**config.mk**
```make
export PLATFORM = sky130hd
export DESIGN_NAME = echo_pipe_deserializer_flat
export DESIGN_NICKNAME = d
export VERILOG_FILES = /design/src/rtl/echo_pipe_deserializer_if.sv /design/src/rtl/echo_pipe_deserializer.sv /design/src/flat_wrapper.sv
export SDC_FILE = /design/constraint.sdc
export NUM_CORES = 1
export LEC_CHECK = 0
export CAP_MARGIN = 40
export CORE_ASPECT_RATIO = 1.2
export CORE_MARGIN = 3
export CORE_UTILIZATION = 54
export CTS_BUF_LIST = sky130_fd_sc_hd__clkbuf_4 sky130_fd_sc_hd__clkbuf_8 sky130_fd_sc_hd__clkbuf_16
export DETAILED_ROUTE_END_ITERATION = 6
export GPL_TIMING_DRIVEN = 0
export HOLD_SLACK_MARGIN = 0.05
export PLACE_DENSITY = 0.78
export SLEW_MARGIN = 20
export SYNTH_ARGS = -nofsm -noshare
export SYNTH_HDL_FRONTEND = slang
export SYNTH_SLANG_ARGS = --single-unit
```
**constraint.sdc**
```tcl
create_clock -name CLK -period 25.8 [get_ports CLK]
set_input_delay 3.87 -clock CLK [delete_from_list [all_inputs] [get_ports CLK]]
set_output_delay 3.87 -clock CLK [all_outputs]
set_load 0.1 [all_outputs]
```
**src/rtl/echo_pipe_deserializer_if.sv**
```systemverilog
`default_nettype none
// ============================================================================
// Module      : echo_pipe_deserializer_if
// Description : Beat-side and pipe-side handshake bundle for the
//               echo_pipe_deserializer.
//               beat_enq__ENA / beat_enq_v / beat_enq__RDY : 32-bit beat input
//               pipe_enq__ENA / pipe_enq_v / pipe_enq__RDY : 96-bit msg output
//               slave  : view of the deserializer itself
//               master : view of the environment (beat source, pipe sink)
// Revision    : 1.0 - initial release
// ============================================================================
interface echo_pipe_deserializer_if;
    logic        beat_enq__ENA;
    logic [31:0] beat_enq_v;
    logic        beat_enq__RDY;
    logic        pipe_enq__ENA;
    logic [95:0] pipe_enq_v;
    logic        pipe_enq__RDY;

    modport slave (
        input  beat_enq__ENA,
        input  beat_enq_v,
        output beat_enq__RDY,
        output pipe_enq__ENA,
        output pipe_enq_v,
        input  pipe_enq__RDY
    );

    modport master (
        output beat_enq__ENA,
        output beat_enq_v,
        input  beat_enq__RDY,
        input  pipe_enq__ENA,
        input  pipe_enq_v,
        output pipe_enq__RDY
    );
endinterface
`default_nettype wire

```
**src/rtl/echo_pipe_deserializer.sv**
```systemverilog
`default_nettype none
// ============================================================================
// Module      : echo_pipe_deserializer
// Description : Receive end of the 96-bit pipe serializer. Reassembles 3-beat
//               frames (tag, meth, v) into {v, meth, tag} messages, drops
//               frames with an out-of-range tag and counts them, and buffers
//               up to two assembled messages in a small FIFO.
// Ports       : CLK       - clock
//               nRST      - asynchronous active-high reset
//               bus       - beat input / pipe output handshakes (slave)
//               err_count - saturating count of dropped frames
// Revision    : 1.0 - initial release
// ============================================================================
module echo_pipe_deserializer #(
    parameter int unsigned MAX_TAG = 1,
    parameter int unsigned ERR_W   = 8
) (
    input  wire logic                CLK,
    input  wire logic                nRST,
    echo_pipe_deserializer_if.slave  bus,
    output logic [ERR_W-1:0]         err_count
);

    typedef enum logic [1:0] {
        S_TAG  = 2'd0,
        S_METH = 2'd1,
        S_V    = 2'd2
    } state_t;

    localparam logic [31:0]      c_MAX_TAG = 32'(MAX_TAG);
    localparam logic [ERR_W-1:0] c_ERR_MAX = {ERR_W{1'b1}};

    state_t           r_state;
    logic             r_drop;
    logic [31:0]      r_tag;
    logic [31:0]      r_meth;
    logic [ERR_W-1:0] r_err;

    logic [95:0]      r_mem [2];
    logic             r_head;
    logic             r_tail;
    logic [1:0]       r_count;

    logic             w_beat_rdy;
    logic             w_accept;
    logic             w_enq;
    logic             w_deq;
    logic             w_tag_bad;

    // Ready is forced low while reset is held so the upstream sees the block
    // as unavailable immediately, not only after the next clock edge.
    // A dropped frame never touches the FIFO, so its last beat is always
    // accepted even when the FIFO is full.
    assign w_beat_rdy = nRST ? 1'b0 :
                        ((r_state != S_V) || (r_count < 2'd2) || r_drop);
    assign w_accept   = bus.beat_enq__ENA && w_beat_rdy;
    assign w_enq      = w_accept && (r_state == S_V) && !r_drop;
    assign w_deq      = (r_count != 2'd0) && bus.pipe_enq__RDY;
    assign w_tag_bad  = (bus.beat_enq_v == 32'd0) || (bus.beat_enq_v > c_MAX_TAG);

    assign bus.beat_enq__RDY = w_beat_rdy;
    assign bus.pipe_enq__ENA = w_deq;
    assign bus.pipe_enq_v    = (r_count != 2'd0) ? r_mem[r_head] : 96'h0;
    assign err_count         = r_err;

    // Frame assembly state machine
    always_ff @(posedge CLK or posedge nRST) begin
        if (nRST) begin
            r_state <= S_TAG;
            r_drop  <= 1'b0;
            r_tag   <= 32'd0;
            r_meth  <= 32'd0;
            r_err   <= '0;
        end else if (w_accept) begin
            case (r_state)
                S_TAG: begin
                    r_tag   <= bus.beat_enq_v;
                    r_drop  <= w_tag_bad;
                    r_state <= S_METH;
                end
                S_METH: begin
                    r_meth  <= bus.beat_enq_v;
                    r_state <= S_V;
                end
                S_V: begin
                    if (r_drop && (r_err != c_ERR_MAX)) begin
                        r_err <= r_err + 1'b1;
                    end
                    r_drop  <= 1'b0;
                    r_state <= S_TAG;
                end
                default: begin
                    r_state <= S_TAG;
                end
            endcase
        end
    end

    // Two-entry output FIFO; simultaneous push and pop keeps the count.
    always_ff @(posedge CLK or posedge nRST) begin
        if (nRST) begin
            for (int i = 0; i < 2; i++) begin
                r_mem[i] <= 96'h0;
            end
            r_head  <= 1'b0;
            r_tail  <= 1'b0;
            r_count <= 2'd0;
        end else begin
            if (w_enq) begin
                r_mem[r_tail] <= {bus.beat_enq_v, r_meth, r_tag};
                r_tail        <= ~r_tail;
            end
            if (w_deq) begin
                r_head <= ~r_head;
            end
            case ({w_enq, w_deq})
                2'b10:   r_count <= r_count + 2'd1;
                2'b01:   r_count <= r_count - 2'd1;
                default: r_count <= r_count;
            endcase
        end
    end

endmodule
`default_nettype wire

```
**src/flat_wrapper.sv**
```systemverilog
// flat-port wrapper written by rule: the top's interface ports become plain ports
module echo_pipe_deserializer_flat 
#(
    parameter int unsigned MAX_TAG = 1,
    parameter int unsigned ERR_W   = 8
)
  (CLK, nRST, err_count, bus_beat_enq__ENA, bus_beat_enq_v, bus_beat_enq__RDY, bus_pipe_enq__ENA, bus_pipe_enq_v, bus_pipe_enq__RDY);
  echo_pipe_deserializer_if bus_i ();
  input  wire logic CLK;
  input  wire logic nRST;
  output logic [ERR_W-1:0] err_count;
  input wire logic [$bits(bus_i.beat_enq__ENA)-1:0] bus_beat_enq__ENA;
  input wire logic [$bits(bus_i.beat_enq_v)-1:0] bus_beat_enq_v;
  output wire logic [$bits(bus_i.beat_enq__RDY)-1:0] bus_beat_enq__RDY;
  output wire logic [$bits(bus_i.pipe_enq__ENA)-1:0] bus_pipe_enq__ENA;
  output wire logic [$bits(bus_i.pipe_enq_v)-1:0] bus_pipe_enq_v;
  input wire logic [$bits(bus_i.pipe_enq__RDY)-1:0] bus_pipe_enq__RDY;
  assign bus_i.beat_enq__ENA = bus_beat_enq__ENA;
  assign bus_i.beat_enq_v = bus_beat_enq_v;
  assign bus_beat_enq__RDY = bus_i.beat_enq__RDY;
  assign bus_pipe_enq__ENA = bus_i.pipe_enq__ENA;
  assign bus_pipe_enq_v = bus_i.pipe_enq_v;
  assign bus_i.pipe_enq__RDY = bus_pipe_enq__RDY;
  echo_pipe_deserializer #(.MAX_TAG(MAX_TAG), .ERR_W(ERR_W)) u_core (.CLK(CLK), .nRST(nRST), .bus(bus_i), .err_count(err_count));
endmodule
```
==> results of run 1 <==
## routing by layer
| layer | routed length (um) | global-route usage (%) |
|---|---|---|
| met5 | 0 | 0 |
| met1 | 12100 | 32.06 |
| met4 | 529 | 6.026 |
| met2 | 15200 | 44.75 |
| met3 | 926 | 2.913 |
## sequential cells by signal, summed over array words and instances, names as in the netlist
| signal | count |
|---|---|
| u_core.err_count | 8 |
| u_core.r_count | 2 |
| u_core.r_drop | 1 |
| u_core.r_head | 1 |
| u_core.r_mem | 192 |
| u_core.r_meth | 32 |
| u_core.r_state | 2 |
| u_core.r_tag | 32 |
| u_core.r_tail | 1 |
## layout make-up
type,count,area [um2]
Timing Repair Buffer,250,3069
Clock buffer,40,804.5
Clock inverter,7,37.54
Multi-Input combinational cell,504,4618
Fill cell,1244,5174
Buffer,48,284.0
Sequential cell,271,6782
Inverter,1,11.26
Tap cell,270,337.8
## worst paths after layout
path / start / to / slack (ns) / depth (start not counted)
setup / recovery: nRST / bus_beat_enq__RDY / 16.36 / 4
hold / removal: u_core.r_mem[132]$_DFFE_PP0P_ / u_core.r_mem[132]$_DFFE_PP0P_ / 0.48 / 1
setup reg to reg: u_core.r_state[0]$_DFFE_PP0P_ / u_core.r_mem[119]$_DFFE_PP0P_ / 23.69 / 6
hold reg to reg: u_core.r_mem[132]$_DFFE_PP0P_ / u_core.r_mem[132]$_DFFE_PP0P_ / 0.48 / 1
max in group asynchronous: nRST / u_core.r_tag[18]$_DFFE_PP0P_ / 20.98 / 3
min in group asynchronous: nRST / u_core.r_mem[158]$_DFFE_PP0P_ / 3.92 / 2
## worst reg2reg max path, stage by stage, from the launching register on
cell and delay (ns):
dfrtp_1 0.41, nor2_1 0.31, nand3_2 0.18, nor2_2 0.23
buf_4 0.30, buf_6 0.21, mux2_1 0.35
## logic make-up (layout without fill, tap and decap cells)
| family | count (synthesis) | in the layout |
|---|---|---|
| xor+xnor | 12 | 12 |
| mux | 353 | 353 |
| simple gates | 131 | 131 |
| buf+inv | 49 | 346 |
| compound gates | 6 | 6 |
| fa+ha+maj | 2 | 2 |
| flops | 271 | 271 |
## power by group through the flow
| stage | sequential (uW) | combinational (uW) | clock (uW) |
|---|---|---|---|
| finish | 685 | 1170 | 371 |
| global route | 705 | 1220 | 394 |
| CTS | 683 | 1180 | 376 |
| detailed placement | 689 | 1180 | 0 |
| global placement | 679 | 956 | 0 |
| floorplan | 672 | 745 | 0 |
## synthesized netlist by cell type
| cell | count |
|---|---|
| o21ai_0 | 1 |
| ha_1 | 2 |
| nand3_1 | 3 |
| or3b_1 | 1 |
| and2_1 | 1 |
| nor2b_1 | 1 |
| nor3b_2 | 2 |
| buf_2 | 23 |
| mux2_1 | 80 |
| and4_1 | 1 |
| nor4b_1 | 1 |
| and3_1 | 2 |
| xor2_1 | 3 |
| xnor2_1 | 9 |
| buf_1 | 4 |
| inv_1 | 1 |
| a211oi_4 | 1 |
| buf_6 | 8 |
| mux2i_1 | 96 |
| clkbuf_1 | 9 |
| nor2_1 | 99 |
| nor4_1 | 7 |
| nand3_2 | 1 |
| dfrtp_1 | 271 |
| a21o_1 | 3 |
| a31oi_1 | 1 |
| nand4_1 | 5 |
| buf_4 | 4 |
| nand2_1 | 5 |
| mux2_2 | 177 |
| nor2_2 | 2 |
## stage by stage
step | instance area (um2) | total power, uW | hold slack, ns
floorplan | 11690 | 1417 | 0.4574
global placement | 13440 | 1635 | 0.4665
detailed placement | 15100 | 1865 | 0.4739
CTS | 15940 | 2241 | 0.4876
global route | 15940 | 2320 | 0.5009
finish | 15940 | 2230 | 0.4832
==> out/metrics.csv, run 1 <==
metric,value,unit
clockRootBuffer,clkbuf_16,
finClkSkew,0.008077,ns
ys_seq_elements,271,
power_leakage,0.007753,uW
hold_viol,0,
row_count,58,
seq_power_share,30.7,%
routed_via_density,5.486,
finalCriticalPeriod,9.443,ns
layout_common_cells,"dfrtp_1, mux2_2, clkdlybuf4s50_1",
drive_above_1_share,33.45,%
synth_cell_types,31,
setup_viol,0,
worst-setup-path-type,input pin to primary output,
grt_pass1_vias,8474,
yosys_warnings,0,
p_sw,972.5,uW
clock_path_buffers,3,
overflow,0,
final_common_cell,dfrtp_1,
yosysSeqAreaShare,58.02,%
ctsHtreeMaxLevel,1,
rsz0062_at_grt,false,
synth_fa_ha_area_share,0.2141,%
path_max_fanout,4,
cp_slowest_stage_delay,0.59,ns
grt_pass1_wl,46.11,mm
dpl.hpwl,19.97,mm
synth_compound_area_share,0.4603,%
worst_ep_required_time,21.93,ns
hp-class,register to register,
wl_per_cell,20.67,um
drc_errors,0,
port_buffers,141,
via_count,7631,
yosysTopAreaCellShare,58.02,%
tritoncts,done,
slowest_stage,clkdlybuf4s50_1,
synthSimpleGateAreaFrac,4.957,%
synth.mux.area_fraction,32.98,%
synth_top_family_by_area,multiplexers,
grt_util_all_layers,24.81,%
critPathTopFamily,buffers and inverters,
fin_setup_tns,0,ns
synth_xor_area_share,0.8993,%
post_cts_resized,0,
avgSynthCellArea,14.18,um2
place_ws,16.35,ns
antenna_found_initial,0,
start_util,55.34,%
maxCapViolCount,0,
dp.cells,1344,
period_share,36.60,%
status,completed,
power_density,139.8,nW/um2
cts_buffers,27,
antenna_left,0,
clk_latency,0.52,ns
synth_largest_area_cell,dfrtp_1,
io_pins,142,
fin_cells,1391,
cts_setup_buffers,0,
syn-num-nets,862,
die_h,167.2,um
clock_sinks,271,
p_clk_share,16.6,%
worst_pin_slew,0.7091,ns
synth_area_leaders,"dfrtp_1, mux2_2, mux2i_1",
drt_pass1_iterations,4,
combPwrFrac,52.7,%
drv_slew,0,
wirelength,28.75,mm
clk_pin_slew,0.06,ns
gp_congestion,0.7586,
area_delta_synth_final,36.42,%
timing.slew.headroom,52.73,%
nets,1141,
drt-initial-drc-count,366,
end_kind,primary output,
synthesis.area,11690,um2
intPower,1257,uW
cts-hold-fix-buffers,0,
max_freq,105.9,MHz
path_buf_inv,3,
grt_max_degree,109,
coreArea,21120,um2
diodes,0,
die_area,23450,um2
arrival,5.57,ns
post-route-util,75.50,%
synth_cells,824,
crit_path_cell_trace,clkdlybuf4s50_1 -> a31oi_1 -> clkdlybuf4s50_1 -> buf_8,
dieWidth,140.3,um
worstSetupStartpointType,input pin,
setup_ws,16.36,ns
max-vdd-ir-drop,0.1187,mV
crit_top_cell,clkdlybuf4s50_1,
swShare,43.62,%
No activity file was read; power rests on OpenSTA's default activity.
==> run 2: changes to the inputs <==
==> constraint.sdc (replaced) <==
create_clock -name CLK -period 9.04 [get_ports CLK]
set_input_delay 1.356 -clock CLK [delete_from_list [all_inputs] [get_ports CLK]]
set_output_delay 1.356 -clock CLK [all_outputs]
set_load 0.1 [all_outputs]
==> results of run 2 <==
Same layout as run 1 (identical final DEF). Status: completed.
Main changes from that run: setup slack after placement 16.35 ns -> 4.614 ns; setup slack after layout 16.36 ns -> 4.222 ns; start point of the critical path nRST -> u_core.r_count[1]$_DFFE_PP0P_; end point of the critical path bus_beat_enq__RDY -> bus_pipe_enq_v[83]; register-to-register setup slack 23.69 ns -> 6.93 ns; total power 2230 uW -> 6363 uW; worst IR drop on VDD 0.1187 mV -> 0.3388 mV
